<file path="src/rtl/genome_phase_sequencer.sv">
// Multi-phase DMA sequencer: runs up to NUM_PHASES back-to-back engine phases per kernel
// invocation, waiting on every engine's done (with a watchdog) before advancing.
module genome_phase_sequencer #(
  parameter int NUM_PHASES  = 4,
  parameter int NUM_ENGINES = 2,
  parameter int ADDR_W      = 64,
  parameter int SIZE_W      = 32,
  parameter int TIMEOUT_W   = 24,
  localparam int CNT_W = $clog2(NUM_PHASES + 1),
  localparam int IDX_W = (NUM_PHASES > 1) ? $clog2(NUM_PHASES) : 1
) (
  input  logic                         ap_clk,
  input  logic                         areset,
  input  logic                         ap_start,
  output logic                         ap_idle,
  output logic                         ap_done,
  input  logic [ADDR_W-1:0]            base_addr,
  input  logic [CNT_W-1:0]             phase_cnt,
  input  logic [NUM_PHASES*ADDR_W-1:0] phase_offset,
  input  logic [NUM_PHASES*SIZE_W-1:0] phase_size,
  output logic                         eng_start,
  output logic [ADDR_W-1:0]            eng_addr,
  output logic [SIZE_W-1:0]            eng_size,
  input  logic [NUM_ENGINES-1:0]       eng_done,
  output logic [IDX_W-1:0]             phase_idx,
  output logic                         err
);

  localparam int NW = CNT_W + 1;
  localparam logic [CNT_W-1:0] MAX_CNT = CNT_W'(NUM_PHASES);

  typedef enum logic [2:0] {S_IDLE, S_LOAD, S_LAUNCH, S_WAIT, S_FINISH} state_t;

  state_t                 state_q, state_d;
  logic                   ap_start_q;
  logic                   ap_idle_q, ap_done_q, eng_start_q;
  logic [ADDR_W-1:0]      eng_addr_q, eng_addr_d;
  logic [SIZE_W-1:0]      eng_size_q, eng_size_d;
  logic [IDX_W-1:0]       idx_q, idx_d;
  logic                   err_q, err_d;
  logic [NUM_ENGINES-1:0] acc_q, acc_d;
  logic [TIMEOUT_W-1:0]   wdog_q, wdog_d;
  logic [CNT_W-1:0]       cnt_q, cnt_d;
  logic [ADDR_W-1:0]      base_q, base_d;
  logic [ADDR_W-1:0]      off_q [NUM_PHASES];
  logic [ADDR_W-1:0]      off_d [NUM_PHASES];
  logic [SIZE_W-1:0]      sz_q  [NUM_PHASES];
  logic [SIZE_W-1:0]      sz_d  [NUM_PHASES];
  logic                   launch;
  logic [NW-1:0]          nxt_cnt;
  logic                   more;

  assign launch  = ap_start & ~ap_start_q;
  assign nxt_cnt = NW'(idx_q) + NW'(1);
  assign more    = nxt_cnt < NW'(cnt_q);

  always_comb begin
    state_d    = state_q;
    eng_addr_d = eng_addr_q;
    eng_size_d = eng_size_q;
    idx_d      = idx_q;
    err_d      = err_q;
    acc_d      = acc_q;
    wdog_d     = wdog_q;
    cnt_d      = cnt_q;
    base_d     = base_q;
    off_d      = off_q;
    sz_d       = sz_q;
    case (state_q)
      S_IDLE: begin
        if (launch) begin
          base_d = base_addr;
          for (int unsigned i = 0; i < NUM_PHASES; i++) begin
            off_d[i] = phase_offset[i*ADDR_W +: ADDR_W];
            sz_d[i]  = phase_size[i*SIZE_W +: SIZE_W];
          end
          idx_d = '0;
          err_d = 1'b0;
          cnt_d = phase_cnt;
          if (phase_cnt > MAX_CNT) begin
            cnt_d = MAX_CNT;
            err_d = 1'b1;
          end
          state_d = (cnt_d == '0) ? S_FINISH : S_LOAD;
        end
      end
      S_LOAD: begin
        eng_addr_d = base_q + off_q[idx_q];
        eng_size_d = sz_q[idx_q];
        acc_d      = '0;
        wdog_d     = '0;
        // An empty phase advances straight from LOAD without pulsing the engines.
        if (eng_size_d == '0) begin
          if (more) begin
            idx_d   = idx_q + IDX_W'(1);
            state_d = S_LOAD;
          end else begin
            state_d = S_FINISH;
          end
        end else begin
          state_d = S_LAUNCH;
        end
      end
      S_LAUNCH: state_d = S_WAIT;
      S_WAIT: begin
        acc_d  = acc_q | eng_done;
        wdog_d = wdog_q + TIMEOUT_W'(1);
        if (&acc_d) begin
          if (more) begin
            idx_d   = idx_q + IDX_W'(1);
            state_d = S_LOAD;
          end else begin
            state_d = S_FINISH;
          end
        end else if (&wdog_d) begin
          err_d   = 1'b1;
          state_d = S_FINISH;
        end
      end
      S_FINISH: state_d = S_IDLE;
      default:  state_d = S_IDLE;
    endcase
  end

  always_ff @(posedge ap_clk) begin
    if (areset) begin
      state_q     <= S_IDLE;
      ap_start_q  <= 1'b0;
      ap_idle_q   <= 1'b1;
      ap_done_q   <= 1'b0;
      eng_start_q <= 1'b0;
      eng_addr_q  <= '0;
      eng_size_q  <= '0;
      idx_q       <= '0;
      err_q       <= 1'b0;
      acc_q       <= '0;
      wdog_q      <= '0;
      cnt_q       <= '0;
      base_q      <= '0;
      off_q       <= '{default: '0};
      sz_q        <= '{default: '0};
    end else begin
      state_q     <= state_d;
      ap_start_q  <= ap_start;
      ap_idle_q   <= (state_d == S_IDLE);
      ap_done_q   <= (state_d == S_FINISH);
      eng_start_q <= (state_d == S_LAUNCH);
      eng_addr_q  <= eng_addr_d;
      eng_size_q  <= eng_size_d;
      idx_q       <= idx_d;
      err_q       <= err_d;
      acc_q       <= acc_d;
      wdog_q      <= wdog_d;
      cnt_q       <= cnt_d;
      base_q      <= base_d;
      off_q       <= off_d;
      sz_q        <= sz_d;
    end
  end

  assign ap_idle   = ap_idle_q;
  assign ap_done   = ap_done_q;
  assign eng_start = eng_start_q;
  assign eng_addr  = eng_addr_q;
  assign eng_size  = eng_size_q;
  assign phase_idx = idx_q;
  assign err       = err_q;

endmodule

</file>
<file path="config.mk">
export PLATFORM = sky130hd
export DESIGN_NAME = genome_phase_sequencer
export DESIGN_NICKNAME = d
export VERILOG_FILES = /design/src/rtl/genome_phase_sequencer.sv
export SDC_FILE = /design/constraint.sdc
export NUM_CORES = 1
export LEC_CHECK = 0
export ABC_AREA = 1
export CORE_UTILIZATION = 53
export DETAILED_ROUTE_END_ITERATION = 7
export GPL_TIMING_DRIVEN = 0
export PLACE_DENSITY = 0.83
export SLEW_MARGIN = 20
export SYNTH_ARGS = -nofsm -noshare
export SYNTH_HDL_FRONTEND = slang
export SYNTH_SLANG_ARGS = --single-unit
</file>
<file path="constraint.sdc">
create_clock -name ap_clk -period 4.2 [get_ports ap_clk]
set_input_delay 0.42 -clock ap_clk [delete_from_list [all_inputs] [get_ports ap_clk]]
set_output_delay 0.42 -clock ap_clk [all_outputs]
set_load 0.1 [all_outputs]
</file>
======== After elaboration in Yosys (flattened, before gate mapping) ========
Index checks and enable logic that the tools add are counted.
cells by class
  add/sub/neg operators ................... 4
  order comparisons ....................... 3
  equal/unequal tests ..................... 10
  muxes and demuxes ....................... 28
  bitwise logic cells ..................... 4
  reductions and logical operators ........ 12
operators by type and width
  operator                                              count
  binary-select mux 64 bit (select 2 bit)               1
  two-way mux 64 bit                                    2
  adder 64 bit                                          1
  binary-select mux 32 bit (select 2 bit)               1
  two-way mux 32 bit                                    2
  one-hot mux 24 bit (2 select lines)                   1
  logical NOT 32 bit                                    1
  two-way mux 3 bit                                     9
  adder 24 x 1 -> 24 bit (second input constant)        1
  AND reduction 24 bit                                  1
  one-hot mux 3 bit (4 select lines)                    1
  != test 2 bit (second input constant)                 5
  equality test 3 x 2 -> 1 bit (second input constant)  3
  logical NOT 3 bit                                     3
  two-way mux 2 bit                                     4
  AND reduction 4 bit                                   2
  one-hot mux 2 bit (3 select lines)                    1
  two-way mux 1 bit                                     4
  one-hot mux 2 bit (2 select lines)                    1
  AND reduction 2 bit                                   2
  nonzero test 2 bit                                    2
  adder 2 x 1 -> 3 bit (second input constant)          1
  equality test 3 x 1 -> 1 bit (second input constant)  1
  equality test 3 bit (second input constant)           1
  10 further kinds                                      10
word-level totals
  register bits after elaboration ......... 583
  input port bits ......................... 456
  output and inout bits ................... 102
  word-level logic and storage cells ...... 82

======== Logic depth before layout (Yosys ltp) ========
Gate-level depths: netlist of the first run.
  word-level depth ........................ 9
  depth in mapped cells ................... 25
  gate-level depth less buffers ........... 20

======== Worst setup path after synthesis of the first run ========
Ideal clock, no wire load.
  kind .................................... register to register
  from .................................... register idx_q[0] (netlist: phase_idx[0])
  to ...................................... register eng_addr_q[42] (netlist: eng_addr[42])
  setup time .............................. 0.109 ns
  data arrival time ....................... 3.969 ns
  data required time ...................... 4.091 ns
  setup slack ............................. 0.122 ns
  cell stages (with the launch flop) ...... 26
  buffers on the path ..................... 5
  clock period less this slack ............ 4.078 ns
  cell sequence ........................... dfxtp_1 buf_6 inv_4 buf_6 buf_2 clkbuf_1 clkbuf_1 nor2_1 o22ai_1 ha_1 fa_1 nand3_1 nand2_1 a21oi_1 inv_1 nand2_1 nand2_1 nand2_1 nand2_1 nand2_1 nand2_1 a21oi_1 nand2b_1 nand3_1 nand2_1 inv_1
on the way
  longest elaborated chain between the ends .. 5
ends and longest elaborated chain
  what                                                    line  RTL
  start: declaration                                      39    logic [IDX_W-1:0] idx_q, idx_d;
  start signal: assignment                                150   idx_q <= idx_d;
  inverter 2 -> 3 bit (not written as such)               88    eng_addr_d = base_q + off_q[idx_q];
  binary-select mux 64 bit (select 2 bit)                 88
  two-way mux 64 bit (not written as such) (2 in series)  88
  adder 64 bit                                            88
  end signal: assignment                                  148   eng_addr_q <= eng_addr_d;
  end: declaration                                        37    logic [ADDR_W-1:0] eng_addr_q, eng_addr_d;
Every way passes these cells. The select of a mux whose other input is x is not followed.
A chain may end at the register's enable or synchronous reset.

======== Final worst setup path of the first run ========
  from .................................... register idx_q[0] (netlist: phase_idx[0])
  to ...................................... register eng_addr_q[56] (netlist: eng_addr[56])
Same word-level chain as after synthesis.

==> metrics.sh, run 1 <==
NUMCTSBUFFERS=59
TOTAL_TRACK_USAGE_PCT=41.3
DIE_HEIGHT_UM=234
POWER_DENSITY_CELLS_nW_PER_UM2=510
SYNTHESIS.NETS=4856
CLOCK_TREE.HTREE_LEVEL_COUNT=2
IO_PINS=558
CORE_AREA_UM2=53000
YOSYSUNIQUECELLTYPES=48
TIMING.FMAX_MHz=241
ROUTABILITYCONGESTION=1.02
YOSYSSEQAREASHARE_PCT=40.8
CLOCK_SINK_COUNT=583
FIN_NETS=5471
PLACE_HPWL_UM=94300
SLEW_HEADROOM_PCT=19.2
RSZ0062_AT_GRT='true'
WORST-SLEW-PIN-TRANSITION_NS=1.21
ROUTED_WIRELENGTH_UM=117000
IO_BUFFER_COUNT=557
CRIT_PATH_MAX_INCR_DELAY_NS=0.39
FIN_CRIT_SH_PCT=98.8
DRIVE_ABOVE_1_SHARE_PCT=3.90
WL_PER_CELL_UM=20.5
LEAKAGE_POWER_nW=15.3
START_UTIL_PCT=54.0
DRTPASS1ITERATIONS=8
WORST_IR_DROP_VDD_mV=0.393
GRT_FIRST_PASS_WIRELENGTH_UM=170000
SETUP.WORST_PATH.END_CLASS='flip-flop'
GRT_ANTENNA_BEFORE_REPAIR=12
EDFF_COUNT_SYNTH=0
GRT_START_MAX_NET_PINS=20
VIA_PER_INST=5.64
NUMBER_OF_SYNTHESIZED_REGISTER_BITS=583
TIMING.FINAL.HOLD_VIOLATIONS=0
POST_CTS_HOLD_BUFFER_COUNT=0
POST_SYNTH_INST_COUNT=4331
MAX_CAP_VIOLATIONS=0
SETUP_VIOL_COUNT_FINAL=0
ROWS=84
POST_SYN_AREA_UM2=28600
FINAL_CORE_UTILIZATION_PCT=70.2
DP.CELLS=5576
CTS_BUFFER_DEPTH=3
CTS_ROOT_BUF='sky130_fd_sc_hd__clkbuf_16'
VIAS=32100
SYNTHTOLAYOUTAREAGROWTH_PCT=30.1
SYNTHFLOPTYPE='sky130_fd_sc_hd__dfxtp_1'
POST-SYNTH-TOP-AREA-FRACTION_PCT=40.8
RUN_STATUS='completed'
CRIT_PATH_TOP_DELAY_CELL='sky130_fd_sc_hd__ha_1'
PERIOD_NEEDED_NS=4.15
WORST-PATH-MAX-FANOUT=19
DRC_ERRORS=0
CLOCK_SLEW_AT_REPORTED_PATH_FFS_NS=0.06
SYNTHDOMINANTAREACELLTYPE='sky130_fd_sc_hd__dfxtp_1'
POSTSYNTHAREAPERCELL_UM2=6.60
WORST_SKEW_PAIR.LATE_LATENCY_NS=0.66
SYNTH.AREA.TOP_CELLS='sky130_fd_sc_hd__dfxtp_1 41%, sky130_fd_sc_hd__nor2_1 18%, sky130_fd_sc_hd__o21ai_0 13%'
ANTENNA_LEFT=0
FINAL_CRITICAL_PATH_SETUP_SLACK_NS=0.0524
DETAILEDPLACE.WORSTSLACK_NS=-1.25
MIN-DELAY-PATH-CLASS='in2reg'
CRITICAL_PATH_CLASS='reg2reg'
OVERFLOW=0
ASYNC_FLOP_SHARE_PCT=0
TOTAL_NEGATIVE_SETUP_SLACKS_NS=0
CRIT_PATH_START_KIND='flip-flop'
FP.DIEAREA_UM2=54900
GRT_PASS1_VIAS=29300
TOTAL_NUMBER_OF_YOSYS_WARNINGS=0
FINCLKSKEW_NS=0.0484
HOLD-WORST-SLACK_NS=0.367
MAXSLEWVIOLCOUNT=0
WORST_EP_ARRIVAL_NS=4.65
CP_DATA_REQUIRED_TIME_NS=4.70
INSTANCES_NO_FILL=5688
CTS_TREE='built'
DIE_W_UM=234
TIMING.CRITICAL_PATH.CELLS='buf_8 > inv_4 > buf_6 > clkbuf_4 > clkbuf_2 > nor2_1 > o22ai_1 > ha_1 > a21oi_1 > inv_1 > a31oi_1 > o21ai_0 > a21oi_1 > nand3_1 > a21oi_2 > o21ai_0 > o21bai_1 > inv_1'
FIRST_ITER_VIOLATIONS=3200
state kept, by name, indices dropped and copies added, names as in the netlist, 2 cells and up:
| signal | flops |
|---|---|
| base_q | 64 |
| eng_addr | 64 |
| phase_idx | 2 |
| sz_q | 128 |
| cnt_q | 3 |
| wdog_q | 24 |
| off_q | 256 |
| acc_q | 2 |
| state_q | 3 |
| eng_size | 32 |
where the power goes:
part	switching [mW]	internal, mW
Combinational	4.79	2.09
Clock	2.32	3.16
Sequential	0.424	6.21
Total	7.53	11.5
kinds of logic after synthesis:
logic type | after synthesis | synth area share (%)
buffers and inverters | 582 | 7.84
xor gates and xnor gates | 34 | 1.04
AOI/OAI and AO/OA | 1139 | 20.9
and+or+nand+nor | 1924 | 26.4
adders and majority gates | 69 | 3.04
DFF | 583 | 40.8
routing by layer:
layer | wire (µm) | GRT usage (%)
met2 | 53900 | 68.6
met4 | 5560 | 19.8
met1 | 46100 | 51.9
met5 | 92 | 0
met3 | 11200 | 7.03
Yosys cell counts (all sizes together) (10+ instances only):
library cell,instances
buf,31
nor3,18
ha,68
nand2,424
o22ai,64
a21oi,223
clkbuf,221
o21ai,776
o21bai,14
a21o,11
xor2,24
nor2,1360
xnor2,10
dfxtp,583
a31oi,13
inv,329
o211ai,10
nand3,94
nand4,18
placed cells by master, fill, tap and decap left out, drive strengths merged, types with 3 or more instances in the layout:
cell / instances
a211oi: 3
xor2: 24
clkdlybuf4s50: 557
ha: 68
nor2: 1360
nand2: 424
o21a: 7
xnor2: 10
o2111ai: 3
a21o: 11
buf: 35
dfxtp: 583
o211ai: 10
o22ai: 64
a21oi: 223
nand3b: 3
diode: 6
bufinv: 5
inv: 329
clkbuf: 296
o21bai: 14
o21ai: 776
a31oi: 13
or2: 3
nand3: 94
nor3: 18
clkinvlp: 5
nand4: 18
clkinv: 18
o221ai: 5
a21boi: 6
metrics by stage:
stage,power (mW),area [µm²]
5_1_grt,19.7,37200
4_1_cts,18.7,37100
6_report,19.0,37200
3_5_place_dp,13.3,35000
3_3_place_gp,13.3,35000
2_1_floorplan,10.9,28600
cell type report:
cell class,instances,area [µm²]
clock inverter,27,309
timing repair buffer,558,5580
inverter,330,1240
antenna,6,15.0
tap,688,861
buffer,248,1040
sequential,583,11700
fill,4680,15800
clock buffer,82,1710
multi-input combinational,3166,14800
worst max-delay path, delay by kind of cell, from the launching register on:
family | cells | cell delay, ns
buf+inv | 7 | 1.23
simple gates | 2 | 0.34
compound gates | 8 | 1.68
fa+ha+maj | 1 | 0.39
flops | 1 | 0.35
path summary, 6_finish.rpt:
check	start	to	slack, ns	cells after the start
worst min register to register	sz_q[124]	sz_q[124]	0.45	2
worst max-delay path	phase_idx[0]	eng_addr[56]	0.05	18
worst max register to register	phase_idx[0]	eng_addr[56]	0.05	18
worst min-delay path	ap_start	ap_start_q	0.37	3
repair_timing:
item                                    CTS  global route
resized for setup                        34            28
buffers inserted                          1             0
pin swaps                                 1             0
endpoints found under the setup margin   56            30
(Power assumes the default switching activity.)
==> run 2, diff against run 1 <==
CAP_MARGIN = 20   (was not set)
==> results of run 2 <==
The final DEF is identical to that of run 1; final timing and power are the same.
